### src/rtl/pipelined_adder_pkg.sv
// Shared constants for the pipelined adder.
//   DefaultWidth  : default operand/result width in bits
//   DefaultStages : default number of pipeline stages
//   chunk_width() : bits of the carry chain handled by one stage
package pipelined_adder_pkg;

   localparam int unsigned DefaultWidth  = 16;
   localparam int unsigned DefaultStages = 4;

   // Guarded so an illegal STAGES=0 reaches the elaboration check instead of dividing by zero.
   function automatic int unsigned chunk_width(input int unsigned width,
                                               input int unsigned stages);
      return (stages == 0) ? 0 : width / stages;
   endfunction

endpackage

### src/rtl/pipelined_adder_stage.sv
// One slice of the pipelined carry chain.
// Adds chunk IDX of the operands using the carry registered by the previous slice.
// It inserts the result into the running partial sum and registers everything on advance_i.
// The last slice also registers the overflow and zero flags.
//   clk_i, rst_ni : clock, async active-low reset
//   advance_i     : pipeline advance enable
//   valid_i/_o    : operation valid in / registered out
//   a_i/_o, b_i/_o: operands (b already inverted for subtract), skewed alongside the chain
//   sum_i/_o      : partial sum, lower chunks complete
//   carry_i/_o    : carry into / out of this chunk
//   ovf_o, zero_o : signed overflow and zero flags (last slice only, else 0)
module adder_stage
   import pipelined_adder_pkg::*;
#(
   parameter int unsigned WIDTH = DefaultWidth,
   parameter int unsigned CHUNK = chunk_width(DefaultWidth, DefaultStages),
   parameter int unsigned IDX   = 0,
   parameter bit          LAST  = 1'b0
) (
   input  logic             clk_i,
   input  logic             rst_ni,
   input  logic             advance_i,
   input  logic             valid_i,
   input  logic [WIDTH-1:0] a_i,
   input  logic [WIDTH-1:0] b_i,
   input  logic [WIDTH-1:0] sum_i,
   input  logic             carry_i,
   output logic             valid_o,
   output logic [WIDTH-1:0] a_o,
   output logic [WIDTH-1:0] b_o,
   output logic [WIDTH-1:0] sum_o,
   output logic             carry_o,
   output logic             ovf_o,
   output logic             zero_o
);

   localparam int unsigned Lo = IDX * CHUNK;

   logic [CHUNK:0]   chunk_res;
   logic [WIDTH-1:0] sum_d, sum_q;
   logic             carry_d, carry_q;
   logic             valid_q;

   always_comb begin
      chunk_res = {1'b0, a_i[Lo +: CHUNK]} + {1'b0, b_i[Lo +: CHUNK]} + {{CHUNK{1'b0}}, carry_i};
      sum_d = sum_i;
      sum_d[Lo +: CHUNK] = chunk_res[CHUNK-1:0];
      carry_d = chunk_res[CHUNK];
   end

   always_ff @(posedge clk_i or negedge rst_ni) begin
      if (!rst_ni) begin
         valid_q <= 1'b0;
         sum_q   <= '0;
         carry_q <= 1'b0;
      end else if (advance_i) begin
         valid_q <= valid_i;
         sum_q   <= sum_d;
         carry_q <= carry_d;
      end
   end

   assign valid_o = valid_q;
   assign sum_o   = sum_q;
   assign carry_o = carry_q;

   if (!LAST) begin : g_skew
      // Upper chunks still need their operands; delay them alongside the chain.
      logic [WIDTH-1:0] a_q, b_q;

      always_ff @(posedge clk_i or negedge rst_ni) begin
         if (!rst_ni) begin
            a_q <= '0;
            b_q <= '0;
         end else if (advance_i) begin
            a_q <= a_i;
            b_q <= b_i;
         end
      end

      assign a_o    = a_q;
      assign b_o    = b_q;
      assign ovf_o  = 1'b0;
      assign zero_o = 1'b0;
   end else begin : g_flags
      logic msb_cin, ovf_d, zero_d;
      logic ovf_q, zero_q;

      always_comb begin
         // Carry into the MSB recovered from the MSB sum bit: s = a ^ b ^ cin.
         msb_cin = a_i[WIDTH-1] ^ b_i[WIDTH-1] ^ sum_d[WIDTH-1];
         ovf_d   = msb_cin ^ carry_d;
         zero_d  = ~|sum_d;
      end

      always_ff @(posedge clk_i or negedge rst_ni) begin
         if (!rst_ni) begin
            ovf_q  <= 1'b0;
            zero_q <= 1'b0;
         end else if (advance_i) begin
            ovf_q  <= ovf_d;
            zero_q <= zero_d;
         end
      end

      assign a_o    = '0;
      assign b_o    = '0;
      assign ovf_o  = ovf_q;
      assign zero_o = zero_q;
   end

endmodule

### src/rtl/pipelined_adder.sv
// Pipelined add/subtract unit with a valid/ready handshake on both sides.
// The carry chain is split into STAGES chunks, LSB first, so each stage adds one chunk.
// The latency is STAGES cycles, and the unit accepts one operation per cycle.
//   clk_in, rst_n_in         : clock, async active-low reset
//   in_valid_in/in_ready_out : input handshake
//   a_in, b_in               : operands
//   carry_in                 : carry-in for add (ignored for subtract)
//   sub_in                   : 0 = A+B+cin, 1 = A-B
//   out_valid_out/out_ready_in : output handshake
//   sum_out, carry_out, overflow_out, zero_out : result and flags
module pipelined_adder
   import pipelined_adder_pkg::*;
#(
   parameter int unsigned WIDTH  = DefaultWidth,
   parameter int unsigned STAGES = DefaultStages
) (
   input  logic             clk_in,
   input  logic             rst_n_in,
   input  logic             in_valid_in,
   output logic             in_ready_out,
   input  logic [WIDTH-1:0] a_in,
   input  logic [WIDTH-1:0] b_in,
   input  logic             carry_in,
   input  logic             sub_in,
   output logic             out_valid_out,
   input  logic             out_ready_in,
   output logic [WIDTH-1:0] sum_out,
   output logic             carry_out,
   output logic             overflow_out,
   output logic             zero_out
);

   localparam int unsigned CHUNK = chunk_width(WIDTH, STAGES);
   localparam int unsigned SDiv  = (STAGES < 1) ? 1 : STAGES;

   if ((WIDTH < 2) || (STAGES < 1) || ((WIDTH % SDiv) != 0)) begin : g_bad_params
      $error("pipelined_adder: need WIDTH >= 2, STAGES >= 1 and WIDTH divisible by STAGES");
   end

   logic                        advance;
   logic [STAGES:0]             valid_w;
   logic [STAGES:0]             carry_w;
   logic [STAGES:0][WIDTH-1:0]  a_w, b_w, sum_w;
   logic [STAGES-1:0]           ovf_w, zero_w;

   // The whole pipeline moves together; it only freezes when a result is waiting downstream.
   assign advance      = out_ready_in || !out_valid_out;
   assign in_ready_out = advance;

   // Subtract is A + ~B + 1, so fold the inversion and forced carry in before stage 0.
   assign valid_w[0] = in_valid_in;
   assign a_w[0]     = a_in;
   assign b_w[0]     = sub_in ? ~b_in : b_in;
   assign carry_w[0] = sub_in | carry_in;
   assign sum_w[0]   = '0;

   for (genvar k = 0; k < STAGES; k++) begin : g_stage
      adder_stage #(
         .WIDTH (WIDTH),
         .CHUNK (CHUNK),
         .IDX   (k),
         .LAST  (k == STAGES - 1)
      ) u_stage (
         .clk_i     (clk_in),
         .rst_ni    (rst_n_in),
         .advance_i (advance),
         .valid_i   (valid_w[k]),
         .a_i       (a_w[k]),
         .b_i       (b_w[k]),
         .sum_i     (sum_w[k]),
         .carry_i   (carry_w[k]),
         .valid_o   (valid_w[k+1]),
         .a_o       (a_w[k+1]),
         .b_o       (b_w[k+1]),
         .sum_o     (sum_w[k+1]),
         .carry_o   (carry_w[k+1]),
         .ovf_o     (ovf_w[k]),
         .zero_o    (zero_w[k])
      );
   end

   assign out_valid_out = valid_w[STAGES];
   assign sum_out       = sum_w[STAGES];
   assign carry_out     = carry_w[STAGES];
   assign overflow_out  = ovf_w[STAGES-1];
   assign zero_out      = zero_w[STAGES-1];

endmodule

### config.mk
export PLATFORM = sky130hd
export DESIGN_NAME = pipelined_adder
export DESIGN_NICKNAME = d
export VERILOG_FILES = /design/src/rtl/pipelined_adder_pkg.sv /design/src/rtl/pipelined_adder_stage.sv /design/src/rtl/pipelined_adder.sv
export SDC_FILE = /design/constraint.sdc
export NUM_CORES = 1
export LEC_CHECK = 0
export ABC_CLOCK_PERIOD_IN_PS = 2000
export BUFFER_PORTS_ARGS = -buffer_cell sky130_fd_sc_hd__buf_4
export CAP_MARGIN = 15
export CORE_MARGIN = 2
export CORE_UTILIZATION = 35
export CTS_CLUSTER_DIAMETER = 40
export DETAILED_ROUTE_END_ITERATION = 8
export RECOVER_POWER = 100
export SLEW_MARGIN = 20
export SYNTH_ARGS = -nofsm -noshare
export SYNTH_HDL_FRONTEND = slang
export SYNTH_HIERARCHICAL = 1
export SYNTH_SLANG_ARGS = --single-unit
### constraint.sdc
create_clock -name clk_in -period 2 [get_ports clk_in]
set_input_delay 0.2 -clock clk_in [delete_from_list [all_inputs] [get_ports clk_in]]
set_output_delay 0.2 -clock clk_in [all_outputs]
set_load 0.02 [all_outputs]
After elaboration in Yosys (flattened, before gate mapping). Index checks and enable logic that the tools add are counted.

$add $sub $neg: 8. Multiplexer cells: 1. Bitwise gates (word level): 5. Reduce and logical (&&, ||, !) cells: 4.

Operators by type and width (number): $add A4 B4 Y5 (4); $add A5 B1 Y5 (4); $mux W16 (1); $not A16 Y16 (1); $reduce_or A16 Y1 (1); $xor A1 B1 Y1 (3); $logic_not A1 Y1 (2); $logic_or A1 B1 Y1 (1); $or A1 B1 Y1 (1).

Register bits after elaboration: 146. Word-level logic and storage cells: 38.

Logic depth before layout (Yosys ltp). Gate-level depths: netlist (run 1).

Depth in word-level cells: 4. Mapped depth: 8. Mapped depth without buffers: 7.

Hierarchy. Netlist (run 1), hierarchy kept.

By module, submodules not included: adder_stage at g_stage[0].u_stage ... (times used 2, cells an instance 130, area an instance 2059.5 sq um); adder_stage at g_stage[1].u_stage (times used 1, cells an instance 130, area an instance 2058.2 sq um); adder_stage at g_stage[3].u_stage (times used 1, cells an instance 102, area an instance 1187.4 sq um); pipelined_adder (times used 1, cells an instance 21, area an instance 187.7 sq um).

Least setup slack after synthesis (run 1). No wires, ideal clock.

Path kind: register to register. Start point: register g_stage[2].u_stage.g_skew.a_q[12]. End point: register g_stage[3].u_stage.g_flags.zero_q. Setup time: 0.082 ns. Data arrival time: 1.718 ns. Path slack: 0.199 ns. Cell stages (with the launch flop): 8. Period minus slack after synthesis: 1.801 ns. Path through: dfrtp_1 -> fa_1 -> inv_1 -> fa_1 -> nor4b_2 -> nand3_1 -> or3_1 -> o22ai_1.

Cells in the longest elaborated chain, start to end: 4.

Ends and longest elaborated chain: start: declaration (RTL line pipelined_adder_stage.sv:69) `logic [WIDTH-1:0] a_q, b_q;`; start signal: assignment (RTL line pipelined_adder_stage.sv:76) `a_q <= a_i;`; $add A4 B4 Y5 (RTL line pipelined_adder_stage.sv:45) `chunk_res = {1'b0, a_i[Lo +: CHUNK]} + {1'b0, b_i[Lo +: CHUNK]} + {{CHUNK{1'b0}}, carry_i};`; $add A5 B1 Y5 (RTL line pipelined_adder_stage.sv:45); $reduce_or A16 Y1 (RTL line pipelined_adder_stage.sv:93) `zero_d = ~|sum_d;`; $logic_not A1 Y1 (RTL line pipelined_adder_stage.sv:93); end signal: assignment (RTL line pipelined_adder_stage.sv:102) `zero_q <= zero_d;`; end: declaration (RTL line pipelined_adder_stage.sv:87) `logic ovf_q, zero_q;`.

Every way passes these cells. A chain may end at the register's enable or synchronous reset.

Final worst setup path (run 1). Same ends and word-level chain as after synthesis.

==> parameters.txt, run 1 <==
Parameter                              Value

Status
  Run status    finished, final reports clean

Final layout
  Filler Cells Inserted    1249
  Count of nets after finishing    441
  Final standard cell utilization of the core    0.427
  Ant. Diodes    0
  Area growth from synthesis to layout    17.7%
  Share of cells above drive strength 1    0.405

STA
  Total negative slack for setup checks    0 ns
  Min Clock Period, post-route    1.91 ns
  Final worst-path setup slack    0.0872 ns
  Post-route fraction of the period consumed by the critical path    0.956
  Final setup violation count    0
  Hold violation total from the final report    0
  Final Skew    0.00573 ns
  Transition time at the pin with the least slew margin    1.24 ns
  Max-slew violation count    0
  RSZ-0062 raised after global routing    true
  Worst slew margin relative to its limit    0.173
  Highest Clock Rate    523 MHz
  Worst hold slack across all endpoints    0.0976 ns

Clocking
  Latest clock arrival within the worst-skew pair    0.33 ns
  Cts bufs inserted    9
  Number of H-tree levels    3
  CTS tree    done
  Buffer count from post-CTS setup fixing    0
  Root buffer cell    sky130_fd_sc_hd__clkbuf_16
  Number of buffers on the longest clock path    2
  Clock transition time at the flip-flop clock pins of the worst setup and hold paths    0.06 ns
  # clock sinks    98

Critical path
  Maximum fanout encountered on the critical timing path    2
  Crit path kind    reg -> reg
  Data arrival, critical path    2.17 ns
  WP data required    2.26 ns
  Critical path launch point type    register
  Endpoint class of the critical path    register

Placed design
  IO buf count    58
  Weighted congestion reported at the end of routability-driven placement    0.771
  Pre-CTS setup slack    0.0878 ns
  HPWL reported at the end of detailed placement    5750 um

Logic synthesis
  Post-synthesis average cell area    14.2 um2
  Number of instances in the synthesized netlist    324
  Synth Cell Area    0.00461 mm2
  Post-Syn Nets    382
  Yosys Warn Count    6

Global routing
  First-pass GRT wire length    13500 um
  Number of antenna violations at the first check in global routing    0
  Number of global-route vias before repair    2732
  Maximum number of pins on one net before global-route repair    50
  Overall routing resource usage    0.121
  Total overflow reported by the global router    0

Drt
  Number of vias per cell after detailed routing    4.57
  Number of DRC markers in iteration 0    114
  Pre-Repair DR Iteration Count    4
  Detail Route Antenna Nets    0
  Vias    2557
  Routed wire length per instance    13.8 um
  Final WL    7750 um
  DRC violation count after routing    0

Power and ir drop
  Total power density per cell area    1550 mW/mm2
  Leakage power total    0.00240 uW
  Peak supply drop    0.430 mV

Hold path
  Worst Hold Class    in -> reg

Run
  Maximum Capacitance Violations    0

Die
  Count of pins on the block boundary    59
  Die footprint    0.0141 mm2
  Effective utilization at floorplan    0.363
  Die height    119 um
  Floorplan die width    119 um
  Core region area    0.0127 mm2
  Floorplan row count    41
-- where the power goes --
part	total, uW	switching, uW	internal [uW]
registers	3450	581	2870
logic	3290	1530	1770
clock network	1690	690	1000
total	8440	2800	5640
-- placed cells by master, fill, tap and decap left out, types with 2 or more instances in the layout --
cell type / count
sky130_fd_sc_hd__a31oi_1: 3
sky130_fd_sc_hd__nor2_1: 8
sky130_fd_sc_hd__mux2_2: 84
sky130_fd_sc_hd__o21ai_0: 3
sky130_fd_sc_hd__a21oi_1: 6
sky130_fd_sc_hd__and4bb_1: 3
sky130_fd_sc_hd__xor2_1: 17
sky130_fd_sc_hd__fa_1: 7
sky130_fd_sc_hd__clkbuf_2: 2
sky130_fd_sc_hd__clkbuf_1: 21
sky130_fd_sc_hd__nand3_1: 4
sky130_fd_sc_hd__ha_1: 12
sky130_fd_sc_hd__inv_1: 21
sky130_fd_sc_hd__mux2i_1: 3
sky130_fd_sc_hd__buf_12: 4
sky130_fd_sc_hd__a311oi_2: 3
sky130_fd_sc_hd__mux2_1: 2
sky130_fd_sc_hd__buf_4: 42
sky130_fd_sc_hd__nand4b_1: 3
sky130_fd_sc_hd__clkbuf_16: 9
sky130_fd_sc_hd__nor4_2: 2
sky130_fd_sc_hd__nor2b_1: 6
sky130_fd_sc_hd__o211ai_1: 3
sky130_fd_sc_hd__xnor2_1: 5
sky130_fd_sc_hd__dfrtp_1: 98
-- final timing paths --
check / start / to / slack (ns) / cells past startpoint
setup / recovery: g_stage[2].u_stage/a_o[12] / g_stage[3].u_stage/zero_o / 0.09 / 7
hold / removal: a_in[13] / g_stage[0].u_stage/a_o[13] / 0.1 / 2
setup reg to reg: g_stage[2].u_stage/a_o[12] / g_stage[3].u_stage/zero_o / 0.09 / 7
hold reg to reg: g_stage[3].u_stage/sum_o[1] / g_stage[3].u_stage/sum_o[1] / 0.50 / 1
max in group asynchronous: rst_n_in / g_stage[0].u_stage/b_o[7] / 0.50 / 3
min in group asynchronous: rst_n_in / g_stage[0].u_stage/sum_o[0] / 0.67 / 2
-- metrics by stage --
step	instances	cell area, um2	total power, uW
2_1_floorplan	324	4610	5960
3_3_place_gp	543	5190	6810
3_5_place_dp	543	5190	6940
4_1_cts	560	5490	8690
5_1_grt	560	5430	9130
6_report	560	5430	8440
-- registers in the layout, summed over array words and instances, names as in the netlist --
register                 flops
g_stage.u_stage/ovf_o        1
g_stage.u_stage/b_o         24
g_stage.u_stage/sum_o       40
g_stage.u_stage/valid_o      4
g_stage.u_stage/carry_o      4
g_stage.u_stage/zero_o       1
g_stage.u_stage/a_o         24
-- per-layer routing --
layer	GRT usage	routed length, um
met1	0.160	3630
met2	0.190	3720
met5	0	0
met3	0.0256	283
met4	0.0536	118
-- timing repair --
item,4_1_cts,5_1_grt
hold endpoints to repair,46,0
setup endpoints to repair,0,1
hold buffers,1,0
resized for setup,0,3
-- area by class of cell --
class	count	area, um2	area share
Sequential cell	98	2450	0.452
Clock buffer	12	246	0.0454
Clock inverter	4	51.3	0.00945
Timing Repair Buffer	68	487	0.0897
Multi-Input combinational cell	184	1890	0.349
Tap cell	172	215	0.0396
Inverter	22	82.6	0.0152
-- critical path, stage by stage (launching register included) --
cell and delay [ns]:
sky130_fd_sc_hd__dfrtp_1 0.38, sky130_fd_sc_hd__fa_2 0.23, sky130_fd_sc_hd__inv_2 0.04, sky130_fd_sc_hd__fa_1 0.50, sky130_fd_sc_hd__nor4b_4 0.19, sky130_fd_sc_hd__nand3_1 0.09
sky130_fd_sc_hd__or3_1 0.31, sky130_fd_sc_hd__o22ai_1 0.10
(Power assumes the default switching activity.)
==> inputs of run 2 (changes only) <==
Settings changed: ABC_AREA set to 1.
==> parameters.txt, run 2 <==
Parameter                              Value

STA
  Max-slew violation count    0
  RSZ-0062 raised after global routing    false
  Transition time at the pin with the least slew margin    1.01 ns
  Worst slew margin relative to its limit    0.324
  Min Clock Period, post-route    1.77 ns
  Post-route fraction of the period consumed by the critical path    0.886
  Highest Clock Rate    564 MHz
  Final Skew    0.00630 ns
  Total negative slack for setup checks    0 ns
  Final setup violation count    0
  Hold violation total from the final report    0

Clocking
  CTS tree    done
  Latest clock arrival within the worst-skew pair    0.33 ns
  # resized after CTS    0
  Number of buffers on the longest clock path    2
  Cts bufs inserted    9
  Clock transition time at the flip-flop clock pins of the worst setup and hold paths    0.06 ns
  Number of H-tree levels    3
  Root buffer cell    sky130_fd_sc_hd__clkbuf_16
  # clock sinks    98

Run
  Maximum Capacitance Violations    0

Critical path
  Most Frequent Cell on Critical Path    sky130_fd_sc_hd__nand2_1
  Startpoint of the worst register-to-register path    g_stage[2].u_stage/a_o[12]
  Endpoint of the worst-slack reg-to-reg timing path    g_stage[3].u_stage/zero_o
  Endpoint class of the critical path    register
  Crit path kind    reg -> reg
  R2r setup slk    0.23 ns
  R2R cell count    9
  Maximum fanout encountered on the critical timing path    2
  Cell with the biggest individual delay on the critical path    sky130_fd_sc_hd__fa_1
  Critical path launch point type    register
  Worst-path cell chain    fa_1 > inv_1 > fa_1 > nand2_1 > nor2_1 > nand2_1 > nor2_1 > nand2_1 > nand2_1
  Data arrival, critical path    2.00 ns
  Delay of the slowest cell on the worst path    0.45 ns
  WP data required    2.23 ns

Logic synthesis
  Synth Cell Area    0.00493 mm2
  Yosys Warn Count    6
  Post-Syn Nets    652
  Post-synthesis average cell area    8.29 um2
  Number of instances in the synthesized netlist    594

Placed design
  HPWL reported at the end of detailed placement    7000 um
  Weighted congestion reported at the end of routability-driven placement    0.799
  IO buf count    58

Die
  Floorplan die width    123 um
  Floorplan row count    43
  Die height    123 um
  Core region area    0.0138 mm2
  Die footprint    0.0150 mm2
  Effective utilization at floorplan    0.356
  Count of pins on the block boundary    59

Drt
  Sum of met3 wire segment lengths after detailed routing    456 um
  Amount of wire on met2 after detailed routing    4210 um
  Highest metal layer with signal wires    met4
  DRC violation count after routing    0
  Number of vias per cell after detailed routing    4.36
  Final WL    9410 um
  Routed wire length per instance    11.4 um
  Pre-Repair DR Iteration Count    7
  M1 WL    4680 um
  Vias    3592
  Detail Route Antenna Nets    0
  Number of DRC markers in iteration 0    184

Final layout
  Most frequent standard cell in the layout excluding fill and tap cells    sky130_fd_sc_hd__nand2_1
  Top library cells by usage in the layout, fill and taps aside    sky130_fd_sc_hd__nand2_1, sky130_fd_sc_hd__dfrtp_1, sky130_fd_sc_hd__inv_1
  Ant. Diodes    0
  Area growth from synthesis to layout    10.5%
  Max FFs per register    40
  Share of cells above drive strength 1    0.0980
  Final standard cell utilization of the core    0.394
  Count of nets after finishing    696

Hold path
  Startpoint of the tightest hold check path    a_in[7]
  Endpoint, Worst Hold    g_stage[0].u_stage/a_o[7]
  Hold path cells    3
  Worst Hold Class    in -> reg

Global routing
  Maximum number of pins on one net before global-route repair    46
  Total overflow reported by the global router    0
  Overall routing resource usage    0.135
  Number of global-route vias before repair    3577
  First-pass GRT wire length    16300 um
  Number of antenna violations at the first check in global routing    0

Power and ir drop
  Total power density per cell area    1420 mW/mm2
  Peak supply drop    0.487 mV
  Leakage power total    0.00297 uW

Status
  Run status    finished, final reports clean
==> run 2: critical path, delay by kind of cell (launching register included) <==
kind          cells  cell delay (ns)
simple gates      6             0.31
buf+inv           1             0.10
flops             1             0.40
fa+ha+maj         2             0.87
==> run 2: what timing repair did <==
action | CTS | global route
hold endpoints to repair | 39 | 0
hold buffers | 1 | 0
setup buffers | 0 | 0
==> run 2: where the power goes <==
part | leakage (uW) | switching, uW | internal, uW
Combinational | 0.00166 | 1850 | 1020
Clock | 0.000123 | 715 | 845
Sequential | 0.00118 | 488 | 2820
Total | 0.00297 | 3050 | 4690
==> run 2: how the worst max path moves through the flow <==
stage / slack, ns / end / startpoint / depth (start not counted)
after floorplan: 0.29 / g_stage[3].u_stage/zero_o / g_stage[2].u_stage/a_o[12] / 9
after detailed placement: 0.20 / g_stage[0].u_stage/sum_o[1] / sub_in / 8
after global routing: 0.10 / g_stage[2].u_stage/a_o[12] / g_stage[3].u_stage/valid_o / 4
after CTS: 0.20 / g_stage[3].u_stage/zero_o / g_stage[2].u_stage/a_o[12] / 9
after global placement: 0.23 / g_stage[3].u_stage/zero_o / g_stage[2].u_stage/a_o[12] / 9
final: 0.23 / g_stage[3].u_stage/zero_o / g_stage[2].u_stage/a_o[12] / 9
==> run 2: area by class of cell <==
class	instances	area, um2
clock buffers	12	236
clock inverters	4	28.8
fillers	1463	8380
inverters	61	236
multi-input cells	404	1850
flip-flops and latches	98	2450
well taps	180	225
repair buffers	64	414
==> run 2: per-layer routing <==
metal	track usage	vias up
met5	0	-
met2	0.217	66
met1	0.187	1657
li1	-	1864
met3	0.0293	5
met4	0.0345	0
==> run 2: metrics by stage <==
stage | instances | hold WS [ns] | total power, uW | setup slack, ns | area (um2)
2_1_floorplan | 594 | -0.0956 | 5790 | 0.292 | 4930
3_3_place_gp | 806 | 0.209 | 6430 | 0.231 | 5290
3_5_place_dp | 806 | 0.218 | 6570 | 0.198 | 5290
4_1_cts | 823 | 0.0529 | 8150 | 0.201 | 5560
5_1_grt | 823 | 0.0631 | 8460 | 0.105 | 5440
6_report | 823 | 0.0640 | 7740 | 0.227 | 5440
==> inputs of run 3 (changes only) <==
--- a/config.mk
+++ b/config.mk
@@ -9,5 +9,5 @@
 export ABC_CLOCK_PERIOD_IN_PS = 2000
 export BUFFER_PORTS_ARGS = -buffer_cell sky130_fd_sc_hd__buf_4
-export CAP_MARGIN = 15
+export CAP_MARGIN = 30
 export CORE_MARGIN = 2
 export CORE_UTILIZATION = 35
==> constraint.sdc (replaced) <==
create_clock -name clk_in -period 2 [get_ports clk_in]
set_input_delay 0.2 -clock clk_in [delete_from_list [all_inputs] [get_ports clk_in]]
set_output_delay 0.2 -clock clk_in [all_outputs]
set_load 0.05 [all_outputs]
==> parameters.txt, run 3 (synthesis gave the netlist of run 2 again) <==
Parameter                              Value

Drt
  Number of vias per cell after detailed routing    4.37
  DRC violation count after routing    0
  Pre-Repair DR Iteration Count    7
  Detail Route Antenna Nets    0
  Vias    3594
  Routed wire length per instance    11.4 um
  Final WL    9410 um
  Number of DRC markers in iteration 0    184

Die
  Core region area    0.0138 mm2
  Effective utilization at floorplan    0.356
  Die height    123 um
  Floorplan row count    43
  Floorplan die width    123 um
  Count of pins on the block boundary    59
  Die footprint    0.0150 mm2

Final layout
  Filler Cells Inserted    1462
  Most frequent standard cell in the layout excluding fill and tap cells    sky130_fd_sc_hd__nand2_1
  Count of nets after finishing    696
  Sequential standard cell area    0.00245 mm2
  Area growth from synthesis to layout    10.5%
  Ant. Diodes    0
  Combined area of the multi-input logic cells    0.00185 mm2
  Share of cells above drive strength 1    0.0995
  Final standard cell utilization of the core    0.394
  Final instance area    0.00544 mm2
  Top library cells by usage in the layout, fill and taps aside    sky130_fd_sc_hd__nand2_1, sky130_fd_sc_hd__dfrtp_1, sky130_fd_sc_hd__inv_1
  Max FFs per register    40

Clocking
  Root buffer cell    sky130_fd_sc_hd__clkbuf_16
  Latest clock arrival within the worst-skew pair    0.33 ns
  Number of H-tree levels    3
  Number of buffers on the longest clock path    2
  CTS tree    done
  # clock sinks    98
  Clock transition time at the flip-flop clock pins of the worst setup and hold paths    0.06 ns
  Cts bufs inserted    9
  Buffer count from post-CTS setup fixing    0

Power and ir drop
  Internal cell power    4690 uW
  Leakage power total    0.00297 uW
  Switching fraction of total power    0.428
  Clock network fraction of total power    0.190
  Register share of total power    0.404
  Total power density per cell area    1500 mW/mm2
  Peak supply drop    0.488 mV
  Fraction of power consumed by combinational cells    0.405
  Power spent charging and discharging nets    3500 uW

Global routing
  Overall routing resource usage    0.135
  Number of antenna violations at the first check in global routing    0
  First-pass GRT wire length    16300 um
  Number of global-route vias before repair    3577
  Maximum number of pins on one net before global-route repair    46
  Total overflow reported by the global router    0

Critical path
  Data arrival, critical path    2.00 ns
  Endpoint class of the critical path    register
  Crit path kind    reg -> reg
  Critical path launch point type    register
  WP data required    2.23 ns
  Maximum fanout encountered on the critical timing path    2

STA
  Final Skew    0.00630 ns
  Post-route fraction of the period consumed by the critical path    0.886
  Highest Clock Rate    564 MHz
  Min Clock Period, post-route    1.77 ns
  Worst hold slack across all endpoints    0.0640 ns
  Transition time at the pin with the least slew margin    1.01 ns
  Final setup violation count    0
  Total negative slack for setup checks    0 ns
  RSZ-0062 raised after global routing    false
  Worst slew margin relative to its limit    0.324
  Max-slew violation count    0
  Hold violation total from the final report    0

Run
  Maximum Capacitance Violations    0

Placed design
  IO buf count    58
  Weighted congestion reported at the end of routability-driven placement    0.799
  HPWL reported at the end of detailed placement    7000 um
  Cell Area, Placed    0.00529 mm2

Hold path
  Worst Hold Class    in -> reg

Status
  Run status    finished, final reports clean
## run 3: worst max-delay path: stages, from the launching register on
cell                      delay [ns]
sky130_fd_sc_hd__dfrtp_1        0.40
sky130_fd_sc_hd__fa_1           0.45
sky130_fd_sc_hd__inv_1          0.10
sky130_fd_sc_hd__fa_1           0.42
sky130_fd_sc_hd__nand2_1        0.08
sky130_fd_sc_hd__nor2_1         0.04
sky130_fd_sc_hd__nand2_1        0.06
sky130_fd_sc_hd__nor2_1         0.04
sky130_fd_sc_hd__nand2_1        0.05
sky130_fd_sc_hd__nand2_1        0.04
## run 3: power groups by stage
stage	Combinational (uW)	Clock [uW]	Sequential, uW
final	3320	1560	3310
after global routing	3800	1690	3420
after CTS	3680	1600	3330
after detailed placement	3660	0	3360
after global placement	3550	0	3340
after floorplan	2340	0	3890
## run 3: path summary, 6_finish.rpt
kind,from,endpoint,slack [ns],depth (start not counted)
setup reg to reg,g_stage[2].u_stage/a_o[12],g_stage[3].u_stage/zero_o,0.23,9
min in group asynchronous,rst_n_in,g_stage[0].u_stage/b_o[8],0.56,2
max in group asynchronous,rst_n_in,g_stage[3].u_stage/sum_o[0],0.54,3
hold reg to reg,g_stage[1].u_stage/b_o[13],g_stage[2].u_stage/b_o[13],0.47,2
hold / removal,a_in[7],g_stage[0].u_stage/a_o[7],0.06,3
setup / recovery,g_stage[2].u_stage/a_o[12],g_stage[3].u_stage/zero_o,0.23,9
## run 3: through the flow
step / cells / setup WS (ns) / total power [uW]
2_1_floorplan: 594 / 0.0196 / 6230
3_3_place_gp: 806 / 0.231 / 6890
3_5_place_dp: 806 / 0.198 / 7030
4_1_cts: 823 / 0.201 / 8610
5_1_grt: 823 / 0.104 / 8910
6_report: 823 / 0.227 / 8190
## run 3: routing by layer
layer	vias to the layer above	global-route usage	share of wire
met2	66	0.217	0.45
met5	-	0	0
met1	1658	0.187	0.50
met3	5	0.0293	0.048
met4	0	0.0345	0.0079
li1	1865	-	-
## run 3: layout make-up
cell class              instances  area share
clock buffers                  12      0.0434
clock inverters                 4     0.00529
inverters                      61      0.0434
multi-input cells             404       0.340
flip-flops and latches         98       0.450
well taps                     180      0.0414
repair buffers                 64      0.0763
## run 3: repair_timing
| action | in CTS | in global routing |
|---|---|---|
| hold endpoints to repair | 39 | 0 |
| resized for setup | 0 | 0 |
| hold buffers | 1 | 0 |
